`src/rtl/imm_decode_pkg.sv`:
```
// Shared types and constants for the immediate decode stage.
// Optional feature macro: IMM_ILLEGAL_DETECT_EN adds an illegal flag to each entry.
package imm_decode_pkg;

    localparam int INSTR_W    = 32;
    localparam int IMM_W      = 12;
    localparam int REG_ADDR_W = 5;

    localparam logic [6:0] OPC_OP_IMM = 7'b0010011;
    localparam logic [6:0] OPC_LOAD   = 7'b0000011;
    localparam logic [6:0] OPC_JALR   = 7'b1100111;
    localparam logic [6:0] OPC_STORE  = 7'b0100011;
    localparam logic [6:0] OPC_BRANCH = 7'b1100011;
    localparam logic [6:0] OPC_OP     = 7'b0110011;

    typedef enum logic [2:0] {
        FMT_NONE = 3'd0,
        FMT_R    = 3'd1,
        FMT_I    = 3'd2,
        FMT_S    = 3'd3,
        FMT_B    = 3'd4
    } fmt_e;

    // One decoded instruction as held in the main or skid register.
    typedef struct packed {
        logic [IMM_W-1:0]      imm;
        fmt_e                  fmt;
        logic [2:0]            funct3;
        logic [REG_ADDR_W-1:0] rd;
        logic [REG_ADDR_W-1:0] rs1;
        logic [REG_ADDR_W-1:0] rs2;
`ifdef IMM_ILLEGAL_DETECT_EN
        logic                  illegal;
`endif
    } dec_entry_t;

endpackage

```
`src/rtl/imm_field_extract.sv`:
```
// Combinational field extraction: opcode selects the format and how the
// 12-bit immediate is gathered; register indices and funct3 are fixed slices.
// Optional feature macro: IMM_ILLEGAL_DETECT_EN adds the illegal output.
module imm_field_extract
    import imm_decode_pkg::*;
(
    input  logic [INSTR_W-1:0]    instr,
    output logic [IMM_W-1:0]      imm,
    output logic [2:0]            fmt,
    output logic [2:0]            funct3,
    output logic [REG_ADDR_W-1:0] rd,
    output logic [REG_ADDR_W-1:0] rs1,
    output logic [REG_ADDR_W-1:0] rs2
`ifdef IMM_ILLEGAL_DETECT_EN
    ,
    output logic                  illegal
`endif
);

    assign funct3 = instr[14:12];
    assign rd     = instr[11:7];
    assign rs1    = instr[19:15];
    assign rs2    = instr[24:20];

    // Opcode decode into format and raw immediate; unknown opcodes give NONE/0.
    always_comb begin
        imm = '0;
        fmt = FMT_NONE;
        case (instr[6:0])
            OPC_OP_IMM, OPC_LOAD, OPC_JALR: begin
                imm = instr[31:20];
                fmt = FMT_I;
            end
            OPC_STORE: begin
                imm = {instr[31:25], instr[11:7]};
                fmt = FMT_S;
            end
            OPC_BRANCH: begin
                // Branch offset bits [12:1]; bit 0 is implicitly zero.
                imm = {instr[31], instr[7], instr[30:25], instr[11:8]};
                fmt = FMT_B;
            end
            OPC_OP: begin
                imm = '0;
                fmt = FMT_R;
            end
            default: begin
                imm = '0;
                fmt = FMT_NONE;
            end
        endcase
    end

`ifdef IMM_ILLEGAL_DETECT_EN
    // Every listed opcode ends in 2'b11, so an unlisted opcode covers both cases.
    assign illegal = (fmt == FMT_NONE) || (instr[1:0] != 2'b11);
`endif

endmodule

```
`src/rtl/imm_decode_stage.sv`:
```
// Registered immediate decode stage with a two-entry skid buffer
// (main + skid register) on a valid/ready handshake.
// Optional feature macro: IMM_ILLEGAL_DETECT_EN adds the out_illegal port.
module imm_decode_stage
    import imm_decode_pkg::*;
(
    input  logic                  clk,
    input  logic                  rst_n,
    input  logic                  flush,
    input  logic                  in_valid,
    output logic                  in_ready,
    input  logic [INSTR_W-1:0]    in_instr,
    output logic                  out_valid,
    input  logic                  out_ready,
    output logic [IMM_W-1:0]      out_imm,
    output logic [2:0]            out_fmt,
    output logic [2:0]            out_funct3,
    output logic [REG_ADDR_W-1:0] out_rd,
    output logic [REG_ADDR_W-1:0] out_rs1,
    output logic [REG_ADDR_W-1:0] out_rs2
`ifdef IMM_ILLEGAL_DETECT_EN
    ,
    output logic                  out_illegal
`endif
);

    dec_entry_t main_q;
    dec_entry_t skid_q;
    dec_entry_t new_entry;
    logic       main_valid;
    logic       skid_valid;
    logic       accept;
    logic       main_free;

    logic [IMM_W-1:0]      x_imm;
    logic [2:0]            x_fmt;
    logic [2:0]            x_funct3;
    logic [REG_ADDR_W-1:0] x_rd;
    logic [REG_ADDR_W-1:0] x_rs1;
    logic [REG_ADDR_W-1:0] x_rs2;
`ifdef IMM_ILLEGAL_DETECT_EN
    logic                  x_illegal;
`endif

    imm_field_extract u_extract (
        .instr   (in_instr),
        .imm     (x_imm),
        .fmt     (x_fmt),
        .funct3  (x_funct3),
        .rd      (x_rd),
        .rs1     (x_rs1),
        .rs2     (x_rs2)
`ifdef IMM_ILLEGAL_DETECT_EN
        ,
        .illegal (x_illegal)
`endif
    );

    // Pack the extracted fields of the incoming instruction into one entry.
    always_comb begin
        new_entry        = '0;
        new_entry.imm    = x_imm;
        new_entry.fmt    = fmt_e'(x_fmt);
        new_entry.funct3 = x_funct3;
        new_entry.rd     = x_rd;
        new_entry.rs1    = x_rs1;
        new_entry.rs2    = x_rs2;
`ifdef IMM_ILLEGAL_DETECT_EN
        new_entry.illegal = x_illegal;
`endif
    end

    assign in_ready  = !skid_valid;
    assign accept    = in_valid && in_ready;
    // Main can take a new value when it is empty or its entry leaves this cycle.
    assign main_free = !main_valid || out_ready;

    // Skid buffer update: reset beats flush, flush beats accept and transfer.
    always_ff @(posedge clk) begin
        if (!rst_n) begin
            main_valid <= 1'b0;
            skid_valid <= 1'b0;
            main_q     <= '0;
            skid_q     <= '0;
        end else if (flush) begin
            main_valid <= 1'b0;
            skid_valid <= 1'b0;
        end else if (main_free) begin
            if (skid_valid) begin
                // in_ready is low while skid is full, so no accept competes here.
                main_q     <= skid_q;
                main_valid <= 1'b1;
                skid_valid <= 1'b0;
            end else if (accept) begin
                main_q     <= new_entry;
                main_valid <= 1'b1;
            end else begin
                main_valid <= 1'b0;
            end
        end else if (accept) begin
            skid_q     <= new_entry;
            skid_valid <= 1'b1;
        end
    end

    assign out_valid  = main_valid;
    assign out_imm    = main_q.imm;
    assign out_fmt    = main_q.fmt;
    assign out_funct3 = main_q.funct3;
    assign out_rd     = main_q.rd;
    assign out_rs1    = main_q.rs1;
    assign out_rs2    = main_q.rs2;
`ifdef IMM_ILLEGAL_DETECT_EN
    assign out_illegal = main_q.illegal;
`endif

endmodule

```
`config.mk`:
```
export PLATFORM = sky130hd
export DESIGN_NAME = imm_decode_stage
export DESIGN_NICKNAME = d
export VERILOG_FILES = /design/src/rtl/imm_decode_pkg.sv /design/src/rtl/imm_field_extract.sv /design/src/rtl/imm_decode_stage.sv
export SDC_FILE = /design/constraint.sdc
export NUM_CORES = 1
export LEC_CHECK = 0
export CAP_MARGIN = 10
export CORE_MARGIN = 5
export CORE_UTILIZATION = 40
export DETAILED_ROUTE_END_ITERATION = 16
export PLACE_DENSITY = 0.67
export SLEW_MARGIN = 0
export SYNTH_ARGS = -nofsm -noshare
export SYNTH_HDL_FRONTEND = slang
export SYNTH_SLANG_ARGS = --single-unit
```
`constraint.sdc`:
```
create_clock -name clk -period 1.8 [get_ports clk]
set_input_delay 0.27 -clock clk [delete_from_list [all_inputs] [get_ports clk]]
set_output_delay 0.27 -clock clk [all_outputs]
set_load 0.01 [all_outputs]
```
Yosys cells after proc, flatten, opt, wreduce, memory -nomap -nowiden
Cells that the tools add are included.
{"block": "classes", "mux": 6, "n_reduce_logical": 10, "bitwise_logic": 3, "eq_ne": 6}
{"cell": "two-way mux 33 bit", "count": 2}
{"cell": "case mux 12 bit (3 select lines)", "count": 1}
{"cell": "== test 7 x 6 -> 1 bit, second input constant", "count": 2}
{"cell": "== test 7 bit, second input constant", "count": 2}
{"cell": "case mux 3 bit (4 select lines)", "count": 1}
{"cell": "== test 7 x 2 -> 1 bit, second input constant", "count": 1}
{"cell": "== test 7 x 5 -> 1 bit, second input constant", "count": 1}
{"cell": "AND reduction 3 bit", "count": 2}
{"cell": "OR reduction 3 bit", "count": 2}
{"cell": "inverter 1 bit", "count": 3}
{"cell": "logical NOT 1 bit", "count": 2}
{"cell": "two-way mux 1 bit", "count": 2}
{"cell": "nonzero test 2 bit", "count": 1}
{"cell": "OR reduction 2 bit", "count": 1}
{"cell": "logical AND 1 bit", "count": 1}
{"cell": "logical OR 1 bit", "count": 1}
{"block": "totals", "output_inout_bits": 35, "in_bits": 37, "register_bits": 68, "elab_cells": 39}

Logic depth before layout (Yosys ltp)
{"block": "logic_depth", "word_depth": 5, "ltp_mapped": 6, "mapped_depth_nobuf": 4}

Hierarchy
From an unflattened synthesis, not the netlist that was laid out.
{"block": "hier_totals", "cells_unflattened": 358, "hier_area_um2": 3473.3}
{"mod": "imm_decode_stage", "area_per_inst_um2": 3020.4, "cells_each": 306, "n_inst": 1}
{"mod": "imm_field_extract", "area_per_inst_um2": 452.9, "cells_each": 52, "n_inst": 1}

Worst setup path after synthesis
Ideal clock, no wire load.
{"block": "synth_path", "path_type": "flip-flop to flip-flop", "start": "register main_valid, in the netlist out_valid", "end": "register skid_q[31] in the netlist's numbering", "synth_period_minus_slack_ps": 1321, "t_required_ps": 1683, "stages_incl_launch_ff": 6, "t_arrival_ps": 1204, "slack_ps": 479, "n_path_buf": 1, "cell_sequence": "dfxtp_1 -> and2b_4 -> and3_1 -> buf_2 -> and3_1 -> a32o_1"}
{"block": "synth_between", "elab_chain_cells": 4}
{"item": "start: declaration", "line_no": "imm_decode_stage.sv:30", "rtl": "logic main_valid;"}
{"item": "start signal: assignment", "line_no": "imm_decode_stage.sv:81", "rtl": "main_valid <= 1'b0;"}
{"item": "start signal: assignment", "line_no": "imm_decode_stage.sv:86", "rtl": "main_valid <= 1'b0;"}
{"item": "start signal: assignment", "line_no": "imm_decode_stage.sv:92", "rtl": "main_valid <= 1'b1;"}
{"item": "logical NOT 1 bit", "line_no": "imm_decode_stage.sv:76", "rtl": "assign main_free = !main_valid || out_ready;"}
{"item": "logical OR 1 bit", "line_no": "imm_decode_stage.sv:76"}
{"item": "inverter 1 bit (no source line)"}
{"item": "AND reduction 3 bit (no source line)"}
{"item": "end signal: assignment", "line_no": "imm_decode_stage.sv:101", "rtl": "skid_q <= new_entry;"}
{"item": "end: declaration", "line_no": "imm_decode_stage.sv:28", "rtl": "dec_entry_t skid_q;"}
No other way between the ends.
A chain may end at the register's enable or synchronous reset.

Worst setup path after layout
{"block": "layout_path", "start": "register skid_valid", "end": "output in_ready"}
{"block": "layout_between", "elab_chain_cells": 1}
{"item": "start: declaration", "line_no": "imm_decode_stage.sv:31", "rtl": "logic skid_valid;"}
{"item": "start signal: assignment", "line_no": "imm_decode_stage.sv:82", "rtl": "skid_valid <= 1'b0;"}
{"item": "start signal: assignment", "line_no": "imm_decode_stage.sv:87", "rtl": "skid_valid <= 1'b0;"}
{"item": "start signal: assignment", "line_no": "imm_decode_stage.sv:93", "rtl": "skid_valid <= 1'b0;"}
{"item": "logical NOT 1 bit", "line_no": "imm_decode_stage.sv:73", "rtl": "assign in_ready = !skid_valid;"}
{"item": "end: declaration", "line_no": "imm_decode_stage.sv:11", "rtl": "output logic in_ready,"}
No other way between the ends.

==> flow_summary.json <==
{
  "ys.flop_type": "dfxtp_1",
  "grt_remaining_overflow": 0,
  "critical_path_depth": 2,
  "synth.yosys.warnings": 0,
  "fin_setup_tns_ps": 0,
  "routed_via_density": 5.39,
  "total_nets_after_synthesis": 397,
  "via_count_of_the_first_global_routing_pass": 2867,
  "post_synth_main_area_contributors": "dfxtp_1 41%, nand2_1 9.0%, mux2i_1 7.5%, o211a_1 6.0%, a21boi_1 5.0%",
  "fin_crit_sh_pct": 89.2,
  "cell_chosen_for_the_clock_root": "clkbuf_8",
  "synth.largest_area_cell": "dfxtp_1",
  "h-tree-depth": 3,
  "finish.cell_count_without_fillers": 549,
  "setup_viol": 0,
  "arrival_worst_endpoint_ps": 1340,
  "half_perimeter_wire_length_after_detailed_placement_mm": 6.01,
  "post-route-drc-count": 0,
  "wl_per_cell_um": 15.6,
  "post_synth_instance_area_mm2": 0.00332,
  "cts_hold_repair.buffers": 0,
  "worst_setup_hold_path_clk_slew_ps": 80,
  "diodes": 0,
  "timing.critical_path.fanout_max": 4,
  "clock_insertion_delay_worst_skew_ps": 350,
  "maximum_number_of_pins_on_one_net_before_global_route_repair": 57,
  "finalHoldViolations": 0,
  "gp_congestion": 0.851,
  "detail_route.first_pass.iterations": 4,
  "postCtsSetupBuffers": 0,
  "max_stage_delay_ps": 540,
  "min_path_type": "in -> reg",
  "detailroute.via_count": 2959,
  "synthesis.instances": 360,
  "maxCapViolCount": 0,
  "core_area_mm2": 0.00813,
  "p_leak_nw": 1.76,
  "worstRegToRegCells": 5,
  "io_buffers": 71,
  "synth_area_per_cell_um2": 9.22,
  "critical_path_required_ps": 1530,
  "timing.hold.worst.start": "rst_n",
  "synth_top_area_share_pct": 41.0,
  "rr_startpoint": "out_valid$_SDFFE_PP0P_",
  "maxSlewHeadroom_pct": 66.1,
  "min_path_cells": 3,
  "route.antenna.remaining_nets": 0,
  "clockBufferDepth": 2,
  "io_pins": 72,
  "drive_above_1_share_pct": 14.0,
  "irDropWorstVdd_mv": 0.525,
  "start_util_pct": 40.8,
  "cts_resized": 0,
  "clock_sinks": 68,
  "routed_wl_mm": 8.56,
  "crit_start": "skid_valid$_SDFFE_PP0P_",
  "floorplan.die_area_mm2": 0.0102,
  "worst_path_max_delay_cell": "clkdlybuf4s50_1",
  "synth_seq_area_share_pct": 41.0,
  "yosys-top-cells-count": "80 x nand2_1, 68 x dfxtp_1, 25 x mux2i_1, 22 x a21boi_1, 20 x o211a_1",
  "status": "complete, no violations",
  "die_height_um": 101,
  "die-width_um": 101,
  "placed_cells_incl_taps": 533,
  "critPathTopFamily": "buffers and inverters",
  "worstPathCellList": "inv_1, clkdlybuf4s50_1",
  "skew_ps": 11.4,
  "nets": 476,
  "tritoncts.num_buffers": 9,
  "powerDensity_mw_per_mm2": 810,
  "maxSlewViolCount": 0,
  "synth-edff-count": 0,
  "most_frequent_cell_after_synthesis": "nand2_1",
  "timing.setup.critical_path_class": "reg -> out",
  "flow.area_growth_from_synthesis_pct": 34.5,
  "max_freq_mhz": 623,
  "drt_iter0_drc": 132,
  "grtUsageTotal_pct": 17.3,
  "std_cell_rows": 33,
  "synth-async-reset-ratio_pct": 0,
  "cts_tree": "yes",
  "ys_seq_elements": 68,
  "cp.buffers_inverters": 2,
  "cp-end-kind": "primary output",
  "unrepaired_setup_endpoints_after_global_routing": "false",
  "antenna_found_initial": 0,
  "post_synth_num_cell_types": 46,
  "critPathLaunchType": "flop",
  "period_needed_ps": 1610,
  "grt_pass1_wl_mm": 14.1,
  "worst_pin_slew_ps": 509
}
placed cells by master (no fill, tap or decap), drive strengths merged, types with 4 or more instances in the layout:
cell / instances
nand2: 80
clkdlybuf4s50: 70
dfxtp: 68
buf: 27
mux2i: 25
a21boi: 22
o211a: 20
o21ai: 14
nand3: 13
clkbuf: 10
a21oi: 9
and3: 7
o2111ai: 7
nand4: 7
a2bb2oi: 5
a31oi: 5
o221ai: 5
inv: 4
and3b: 4
nor3: 4
flip-flops by register name (all words and copies together) (netlist names):
signal,flops
out_imm,12
out_fmt,3
out_rs1,5
skid_q,33
out_funct3,3
out_rs2,5
skid_valid,1
out_valid,1
out_rd,5
report_power, final:
part           switching (mW)  internal, mW
clock network           0.596         0.958
registers              0.0277          1.55
logic                   0.218         0.266
tightest hold or removal path: cells and delay by family:
kind	cells	cell delay, ps
AO/OA/AOI/OAI	2	120
buffers and inverters	1	130
area by class of cell:
type                            count  area, um2
Sequential cell                    68       1360
Clock inverter                      6        111
Tap cell                          105        131
Timing Repair Buffer               97        951
Clock buffer                       10        138
Inverter                            4       15.0
Multi-Input combinational cell    259       1760
Fill cell                         750       3670
path summary, 6_finish.rpt:
kind	end	slack (ps)
hold / removal	out_fmt[0]$_SDFFE_PN0P_	220
setup / recovery	in_ready	190
hold reg to reg	skid_q[20]$_SDFFE_PN0P_	450
setup reg to reg	skid_q[22]$_SDFFE_PN0P_	320
routing by layer:
metal / wire (um) / global-route usage (%) / vias up
met2: 4060 / 28.1 / 70
met5: 0 / 0 / -
met3: 426 / 5.47 / 9
li1: - / - / 1471
met4: 113 / 4.81 / 0
met1: 3960 / 22.2 / 1409
logic make-up (layout without fill, tap and decap cells):
kind of cell	after synthesis	count (layout)	share of synthesized area [%]
flops	68	68	41.0
mux	25	25	7.54
compound gates	104	104	25.5
simple gates	130	130	19.9
buf+inv	33	117	6.07
through the flow:
step                power, mW  worst slack [ps]  instance area [um2]  util, %  hold WS, ps
floorplan                1.83               479                 3320        -          405
global placement         2.09             -60.0                 4220     51.9          440
detailed placement       2.10              -104                 4220     51.9          446
CTS                      3.66               166                 4470     54.9          201
global route             3.77               119                 4470     54.9          224
finish                   3.62               194                 4470     54.9          215
Note: power is estimated with default switching activity, not from simulation.
